--- src/rtl/riscv_mem.sv ---
// riscv_mem -- memory-access stage of the riscv pipeline.
//
// ALU results are forwarded to writeback one cycle after they are accepted.
// Loads and stores run one transaction on the data memory using a req/ready
// handshake, followed by an rvalid response for loads. Loaded data is aligned
// and sign- or zero-extended before writeback. Misaligned accesses and
// illegal-size accesses raise a one-cycle fault pulse instead of touching
// memory.
//
// Ports:
//   clk, rst                      clock, synchronous active-high reset
//   in_valid, rdi, result         execute-stage op, destination, ALU result / byte address
//   memfetch, memstore, funct3    load/store qualifiers and access size/sign
//   store_data                    rs2 value for stores
//   stall                         stage busy, upstream holds its inputs
//   dmem_req/we/addr/be/wdata     data-memory request
//   dmem_ready, dmem_rvalid,
//   dmem_rdata                    data-memory accept, read valid, read word
//   wb_valid, wb_rd, wb_data      writeback strobe, register and value
//   fault                         misaligned or illegal-size access pulse
//
// state | meaning
// IDLE  | accepting a new op from execute
// REQ   | memory request outstanding, waiting for dmem_ready
// WAIT  | load accepted by memory, waiting for dmem_rvalid
module riscv_mem #(
    parameter  int XLEN = 32,
    parameter  int REGN = 32,
    localparam int REGA = $clog2(REGN)
) (
    input  logic            clk,
    input  logic            rst,
    input  logic            in_valid,
    input  logic [REGA-1:0] rdi,
    input  logic [XLEN-1:0] result,
    input  logic            memfetch,
    input  logic            memstore,
    input  logic [2:0]      funct3,
    input  logic [XLEN-1:0] store_data,
    output logic            stall,
    output logic            dmem_req,
    output logic            dmem_we,
    output logic [XLEN-1:0] dmem_addr,
    output logic [3:0]      dmem_be,
    output logic [XLEN-1:0] dmem_wdata,
    input  logic            dmem_ready,
    input  logic            dmem_rvalid,
    input  logic [XLEN-1:0] dmem_rdata,
    output logic            wb_valid,
    output logic [REGA-1:0] wb_rd,
    output logic [XLEN-1:0] wb_data,
    output logic            fault
);

    typedef enum logic [1:0] {
        IDLE = 2'd0,
        REQ  = 2'd1,
        WAIT = 2'd2
    } state_t;

    state_t state, state_nxt;

    logic [XLEN-1:0] addr_q;
    logic [XLEN-1:0] wdata_q;
    logic [REGA-1:0] rd_q;
    logic [2:0]      f3_q;
    logic            we_q;
    logic [3:0]      be_q;

    logic            is_mem;
    logic            is_store;
    logic            bad;
    logic [1:0]      a;
    logic [3:0]      be_c;
    logic [XLEN-1:0] wdata_c;
    logic            accept;
    logic            alu_done;
    logic            fault_now;
    logic            load_done;
    logic [XLEN-1:0] lane;
    logic [XLEN-1:0] ld_data;

    assign a        = result[1:0];
    assign is_mem   = memfetch | memstore;
    // Both qualifiers set is treated as a load.
    assign is_store = memstore & ~memfetch;

    always_comb begin
        bad = 1'b0;
        case (funct3)
            3'b000:  bad = 1'b0;
            3'b001:  bad = a[0];
            3'b010:  bad = (a != 2'b00);
            3'b100:  bad = is_store;
            3'b101:  bad = is_store | a[0];
            default: bad = 1'b1;
        endcase
    end

    // Store data is replicated across lanes so memory only needs the enables.
    always_comb begin
        be_c    = 4'b0000;
        wdata_c = store_data;
        if (is_store) begin
            case (funct3[1:0])
                2'b00: begin
                    be_c    = 4'b0001 << a;
                    wdata_c = {4{store_data[7:0]}};
                end
                2'b01: begin
                    be_c    = 4'b0011 << a;
                    wdata_c = {2{store_data[15:0]}};
                end
                default: be_c = 4'b1111;
            endcase
        end
    end

    always_ff @(posedge clk) begin
        if (rst) state <= IDLE;
        else     state <= state_nxt;
    end

    always_comb begin
        state_nxt = state;
        accept    = 1'b0;
        alu_done  = 1'b0;
        fault_now = 1'b0;
        load_done = 1'b0;
        case (state)
            IDLE: begin
                if (in_valid) begin
                    if (!is_mem) begin
                        alu_done = 1'b1;
                    end else if (bad) begin
                        fault_now = 1'b1;
                    end else begin
                        accept    = 1'b1;
                        state_nxt = REQ;
                    end
                end
            end
            REQ: begin
                if (dmem_ready) state_nxt = we_q ? IDLE : WAIT;
            end
            WAIT: begin
                if (dmem_rvalid) begin
                    load_done = 1'b1;
                    state_nxt = IDLE;
                end
            end
            default: state_nxt = IDLE;
        endcase
    end

    assign lane = dmem_rdata >> {addr_q[1:0], 3'b000};

    always_comb begin
        ld_data = lane;
        case (f3_q)
            3'b000:  ld_data = {{(XLEN-8){lane[7]}}, lane[7:0]};
            3'b100:  ld_data = {{(XLEN-8){1'b0}}, lane[7:0]};
            3'b001:  ld_data = {{(XLEN-16){lane[15]}}, lane[15:0]};
            3'b101:  ld_data = {{(XLEN-16){1'b0}}, lane[15:0]};
            default: ld_data = lane;
        endcase
    end

    always_ff @(posedge clk) begin
        if (rst) begin
            addr_q   <= '0;
            wdata_q  <= '0;
            rd_q     <= '0;
            f3_q     <= '0;
            we_q     <= 1'b0;
            be_q     <= '0;
            wb_valid <= 1'b0;
            wb_rd    <= '0;
            wb_data  <= '0;
            fault    <= 1'b0;
        end else begin
            wb_valid <= 1'b0;
            fault    <= fault_now;
            if (accept) begin
                addr_q  <= result;
                wdata_q <= wdata_c;
                rd_q    <= rdi;
                f3_q    <= funct3;
                we_q    <= is_store;
                be_q    <= be_c;
            end
            if (alu_done) begin
                wb_valid <= (rdi != '0);
                wb_rd    <= rdi;
                wb_data  <= result;
            end else if (load_done) begin
                wb_valid <= (rd_q != '0);
                wb_rd    <= rd_q;
                wb_data  <= ld_data;
            end
        end
    end

    assign stall      = (state != IDLE);
    assign dmem_req   = (state == REQ);
    assign dmem_we    = we_q & (state == REQ);
    assign dmem_addr  = addr_q;
    assign dmem_be    = be_q;
    assign dmem_wdata = wdata_q;

endmodule

--- config.mk ---
export PLATFORM = sky130hd
export DESIGN_NAME = riscv_mem
export DESIGN_NICKNAME = d
export VERILOG_FILES = /design/src/rtl/riscv_mem.sv
export SDC_FILE = /design/constraint.sdc
export NUM_CORES = 1
export LEC_CHECK = 0
export CELL_PAD_IN_SITES_DETAIL_PLACEMENT = 0
export CELL_PAD_IN_SITES_GLOBAL_PLACEMENT = 1
export CORE_MARGIN = 4
export CORE_UTILIZATION = 32
export CTS_CLUSTER_DIAMETER = 40
export CTS_CLUSTER_SIZE = 8
export DETAILED_ROUTE_END_ITERATION = 12
export PLACE_DENSITY_LB_ADDON = 0.05
export SLEW_MARGIN = 25
export SYNTH_ARGS = -nofsm -noshare
export SYNTH_HDL_FRONTEND = slang
export SYNTH_SLANG_ARGS = --single-unit
export TNS_END_PERCENT = 1
--- constraint.sdc ---
create_clock -name clk -period 2 [get_ports clk]
set_input_delay 0.4 -clock clk [delete_from_list [all_inputs] [get_ports clk]]
set_output_delay 0.4 -clock clk [all_outputs]
set_load 0.01 [all_outputs]
Word level (Yosys, flattened, before mapping)
Index checks and enable logic that the tools add are counted.
{"block": "word_totals", "ff_bits": 118, "output_inout_bits": 110}
{"block": "classes", "n_eq_ne": 15, "shifts": 3, "mux": 29, "bitwise": 8, "reduce_logical": 11}
{"op": "case mux 32 bit (4 select lines)", "count": 1}
{"op": "2-to-1 mux 32 bit", "count": 3}
{"op": "case mux 32 bit (2 select lines)", "count": 1}
{"op": "right shift 32 x 5 -> 32 bit", "count": 1}
{"op": "equality test 3 bit, second input constant", "count": 4}
{"op": "2-to-1 mux 1 bit", "count": 12}
{"op": "2-to-1 mux 2 bit", "count": 6}
{"op": "2-to-1 mux 5 bit", "count": 2}
{"op": "nonzero test 5 bit", "count": 2}
{"op": "inequality test 2 bit, second input constant", "count": 4}
{"op": "case mux 4 bit (2 select lines)", "count": 1}
{"op": "equality test 3 x 1 -> 1 bit, second input constant", "count": 2}
{"op": "zero test 3 bit", "count": 2}
{"op": "case mux 2 bit (3 select lines)", "count": 1}
{"op": "nonzero test 2 bit", "count": 3}
{"op": "case mux 1 bit (5 select lines)", "count": 1}
{"op": "AND reduction 5 bit", "count": 1}
{"op": "equality test 2 x 1 -> 1 bit, second input constant", "count": 2}
{"op": "zero test 2 bit", "count": 2}
{"op": "2-to-1 mux 4 bit", "count": 1}
{"op": "NOT 1 bit", "count": 4}
{"op": "OR reduction 4 bit", "count": 1}
{"op": "<< shifter 1 x 2 -> 4 bit, first input constant", "count": 1}
{"op": "<< shifter 2 x 2 -> 4 bit, first input constant", "count": 1}
{"op": "other kinds (5)", "count": 7}

Depth between registers and ports, before layout
{"block": "depth", "word_depth": 8, "depth_mapped": 7}

Worst setup path before layout
Ideal clock, no wire load.
{"block": "synth_path", "kind": "register to register", "startpoint": "register addr_q[1], in the netlist dmem_addr[1]", "endpoint": "register wb_data[15]", "setup_time_ps": 135, "arrival_time_ps": 1661, "required_time_ps": 1865, "slack_ps": 203, "path_stages_with_launch": 7, "synth_period_minus_slack_ps": 1797, "cell_sequence": "dfxtp_1 buf_2 mux4_2 a21bo_2 buf_2 a31oi_1 o32ai_1"}
{"block": "synth_via", "elab_chain_len": 4}
{"item": "start, declared", "line": "63", "text": "logic [XLEN-1:0] addr_q;"}
{"item": "start signal, assigned", "line": "185", "text": "addr_q <= result;"}
{"item": "right shift 32 x 5 -> 32 bit", "line": "156", "text": "assign lane = dmem_rdata >> {addr_q[1:0], 3'b000};"}
{"item": "case mux 32 bit (4 select lines)", "line": "160", "text": "case (f3_q)"}
{"item": "2-to-1 mux 32 bit", "line": "196", "text": "end else if (load_done) begin"}
{"item": "2-to-1 mux 32 bit", "line": "192", "text": "if (alu_done) begin"}
{"item": "end signal, assigned", "line": "195", "text": "wb_data <= result;"}
{"item": "end signal, assigned", "line": "199", "text": "wb_data <= ld_data;"}
{"item": "end, declared", "line": "51", "text": "output logic [XLEN-1:0] wb_data,"}
Every way passes these cells. The select of a mux whose other input is x is not followed.
A chain may end at the register's enable or synchronous reset.

Worst setup path after layout
{"block": "layout_path", "startpoint": "register addr_q[1], in the netlist dmem_addr[1]", "endpoint": "output dmem_addr[1]"}
{"item": "end, declared", "line": "43", "text": "output logic [XLEN-1:0] dmem_addr,"}
No word-level cell between the ends.

==> impl_metrics.json <==
{
  "startpoint_type": "flip-flop",
  "clock-sinks": 118,
  "min_period_ns": 1.942,
  "ys.flop_type": "dfxtp_1",
  "p_seq_share_pct": 37.1,
  "crit_required_ns": 1.60,
  "first_global_vias": 6020,
  "core.rowCount": 49,
  "vias": 5782,
  "core_um2": 17960,
  "clock.fmax_mhz": 514.9,
  "synth_edf_count": 0,
  "die_w_um": 143.0,
  "grt_overflow": 0,
  "finalInstanceArea_um2": 9153,
  "switching_share_pct": 26.96,
  "yosysSeqAreaShare_pct": 40.52,
  "syn2layout_area_growth_pct": 57.01,
  "ant_nets": 0,
  "synthTopCellsByCount": "nand2_1, dfxtp_1, mux2i_1, a21oi_1, clkbuf_1",
  "clock_skew_ns": 0.006541,
  "drive_gt1_share_pct": 13.14,
  "wl_met3_mm": 1.403,
  "synth_fp_nets": 793,
  "rsz0062_at_grt": "true",
  "synth_top_area_share_pct": 40.52,
  "placed_cell_area_um2": 8508,
  "synth.avg_cell_area_um2": 8.547,
  "htree_levels": 4,
  "synth_seq_cells": 118,
  "routed_wl_mm": 20.90,
  "timing.rr.end": "rd_q[4]",
  "ir_drop_v": 0.0005526,
  "ys_warn_count": 0,
  "drtIter0Drc": 219,
  "pin_count": 221,
  "start_util_pct": 32.45,
  "worst_pin_slew_ns": 0.4769,
  "clk_latency_ns": 0.41,
  "maxCapViolations": 0,
  "crit_path_start": "dmem_addr[1]",
  "worstSetupEndpoint": "dmem_addr[1]",
  "comb_power_share_pct": 18.3,
  "setup_viol_count_final": 0,
  "p_clk_share_pct": 44.6,
  "antenna_found_initial": 0,
  "synth.most_common_cell": "nand2_1",
  "track_usage_pct": 20.06,
  "cp-end-kind": "output port",
  "gp_congestion": 0.9038,
  "drc": 0,
  "dr.pass1.iters": 4,
  "hold_viol": 0,
  "nNetsFinal": 1019,
  "wl_met2_mm": 10.30,
  "synth_area_leaders": "dfxtp_1, mux2i_1, nand2_1",
  "rr_worst_depth": 7,
  "io_buffers": 220,
  "status": "complete, no violations",
  "n_fill_cell": 1695,
  "grt_pass1_wl_mm": 31.97,
  "yosysTopAreaCell": "dfxtp_1",
  "postCtsSetupBuffers": 0,
  "async_flop_share_pct": 0,
  "criticalPathCategory": "flip-flop to output port",
  "root_buffer": "clkbuf_16",
  "reg2reg_from": "state[1]",
  "viasPerCell": 5.028,
  "slew_headroom_pct": 68.14,
  "synth_cells": 682,
  "clk_pin_slew_ns": 0.06,
  "highest_layer": "met4",
  "worstPathArrival_ns": 1.54,
  "n_antenna_cell": 0,
  "grt_max_degree": 70,
  "hpwlAfterDp_mm": 16.13,
  "p_int_mw": 5.034,
  "hold_path.class": "flip-flop to flip-flop",
  "r2r_setup_slack_ns": 0.22,
  "period_share_pct": 97.11,
  "cts_buffers": 17,
  "p_sw_mw": 1.858,
  "syn-cell-area_um2": 5829,
  "die_area_um2": 20440,
  "utilization_pct": 50.95,
  "critPathMaxFanout": 14,
  "ys_types": 47,
  "clock_path_buffers": 2,
  "wl_met1_mm": 8.735,
  "wl_per_cell_um": 18.18,
  "die_y_um": 143.0,
  "maxSlewViolCount": 0,
  "tritoncts": "done",
  "p_per_area_nw_per_um2": 753.1,
  "p_leak_nw": 3.477
}
## power groups by stage
stage	Clock [mW]	Sequential (mW)	Combinational, mW
2_1_floorplan	0	2.64	0.503
3_3_place_gp	0	2.60	1.25
3_5_place_dp	0	2.61	1.26
4_1_cts	3.15	2.56	1.27
5_1_grt	3.25	2.57	1.36
6_report	3.07	2.56	1.26
## area by class of cell
cell class	instances	area, um^2	share of cell area [%]
multi-input cells	496	3161	34.53
repair buffers	272	2734	29.87
flip-flops and latches	118	2365	25.84
clock buffers	17	425.4	4.648
well taps	229	286.5	3.131
clock inverters	15	167.7	1.832
inverters	3	13.76	0.1504
## layout by cell type, fill, tap and decap left out, drive strengths merged, types with 9 or more instances in the layout
cell and count:
mux2 17, a311oi 16, buf 52, inv 9
nor4 9, clkbuf 18, a211oi 17, clkdlybuf4s50 216
a21oi 36, a32oi 15, nand2 183, o21bai 16
dfxtp 118, nor2b 12, a22oi 14, nor3 11
nor2 23, mux2i 75
## what timing repair did
action,4_1_cts,5_1_grt
hold buffers,0,0
gates resized for setup,7,3
gates cloned,0,1
setup endpoints to repair,4,15
## worst min-delay path by stage
stage | start | to | slack [ns] | cells after the start
3_5_place_dp | dmem_wdata[13] | dmem_wdata[13] | 0.44 | 2
2_1_floorplan | rd_q[3] | rd_q[3] | 0.44 | 2
3_3_place_gp | dmem_wdata[9] | dmem_wdata[9] | 0.44 | 2
6_report | wb_data[2] | wb_data[2] | 0.45 | 2
4_1_cts | rst | dmem_addr[0] | 0.43 | 4
5_1_grt | rst | dmem_addr[0] | 0.47 | 4
## worst max-delay path, cell delays in order, from the launching register on
cell and delay, ns:
dfxtp_2 0.41, buf_12 0.17, clkdlybuf4s50_1 0.55
## through the flow
step | setup slack (ns) | TNS (ns) | power [mW] | hold WS, ns | cells
2_1_floorplan | 0.2032 | 0 | 3.147 | 0.4426 | 682
3_3_place_gp | -0.2539 | -23.36 | 3.852 | 0.4391 | 1117
3_5_place_dp | -0.3171 | -26.64 | 3.865 | 0.4422 | 1117
4_1_cts | -0.01539 | -0.01539 | 6.974 | 0.4326 | 1149
5_1_grt | -0.04157 | -0.2172 | 7.180 | 0.4659 | 1150
6_report | 0.05785 | 0 | 6.893 | 0.4522 | 1150
## cell families (layout without fill, tap and decap cells)
logic type | count (synthesis) | after routing | synth area share [%]
DFF | 118 | 118 | 40.52
AOI/OAI and AO/OA | 144 | 144 | 18.01
and+or+nand+nor | 259 | 259 | 19.34
muxes | 93 | 93 | 16.55
buffers and inverters | 68 | 307 | 5.580
## registers in the layout, indices dropped and copies added (netlist names)
signal,cells
dmem_addr,32
dmem_be,4
dmem_wdata,32
f3_q,3
fault,1
rd_q,5
state,2
wb_data,32
wb_rd,5
wb_valid,1
we_q,1
## per-layer routing
layer  up-vias  track usage [%]
li1       2873                -
met1      2698            23.47
met2       183            34.50
met3        28            6.229
met4         0            7.404
met5         -                0
Power figures use the tool's default switching activity.
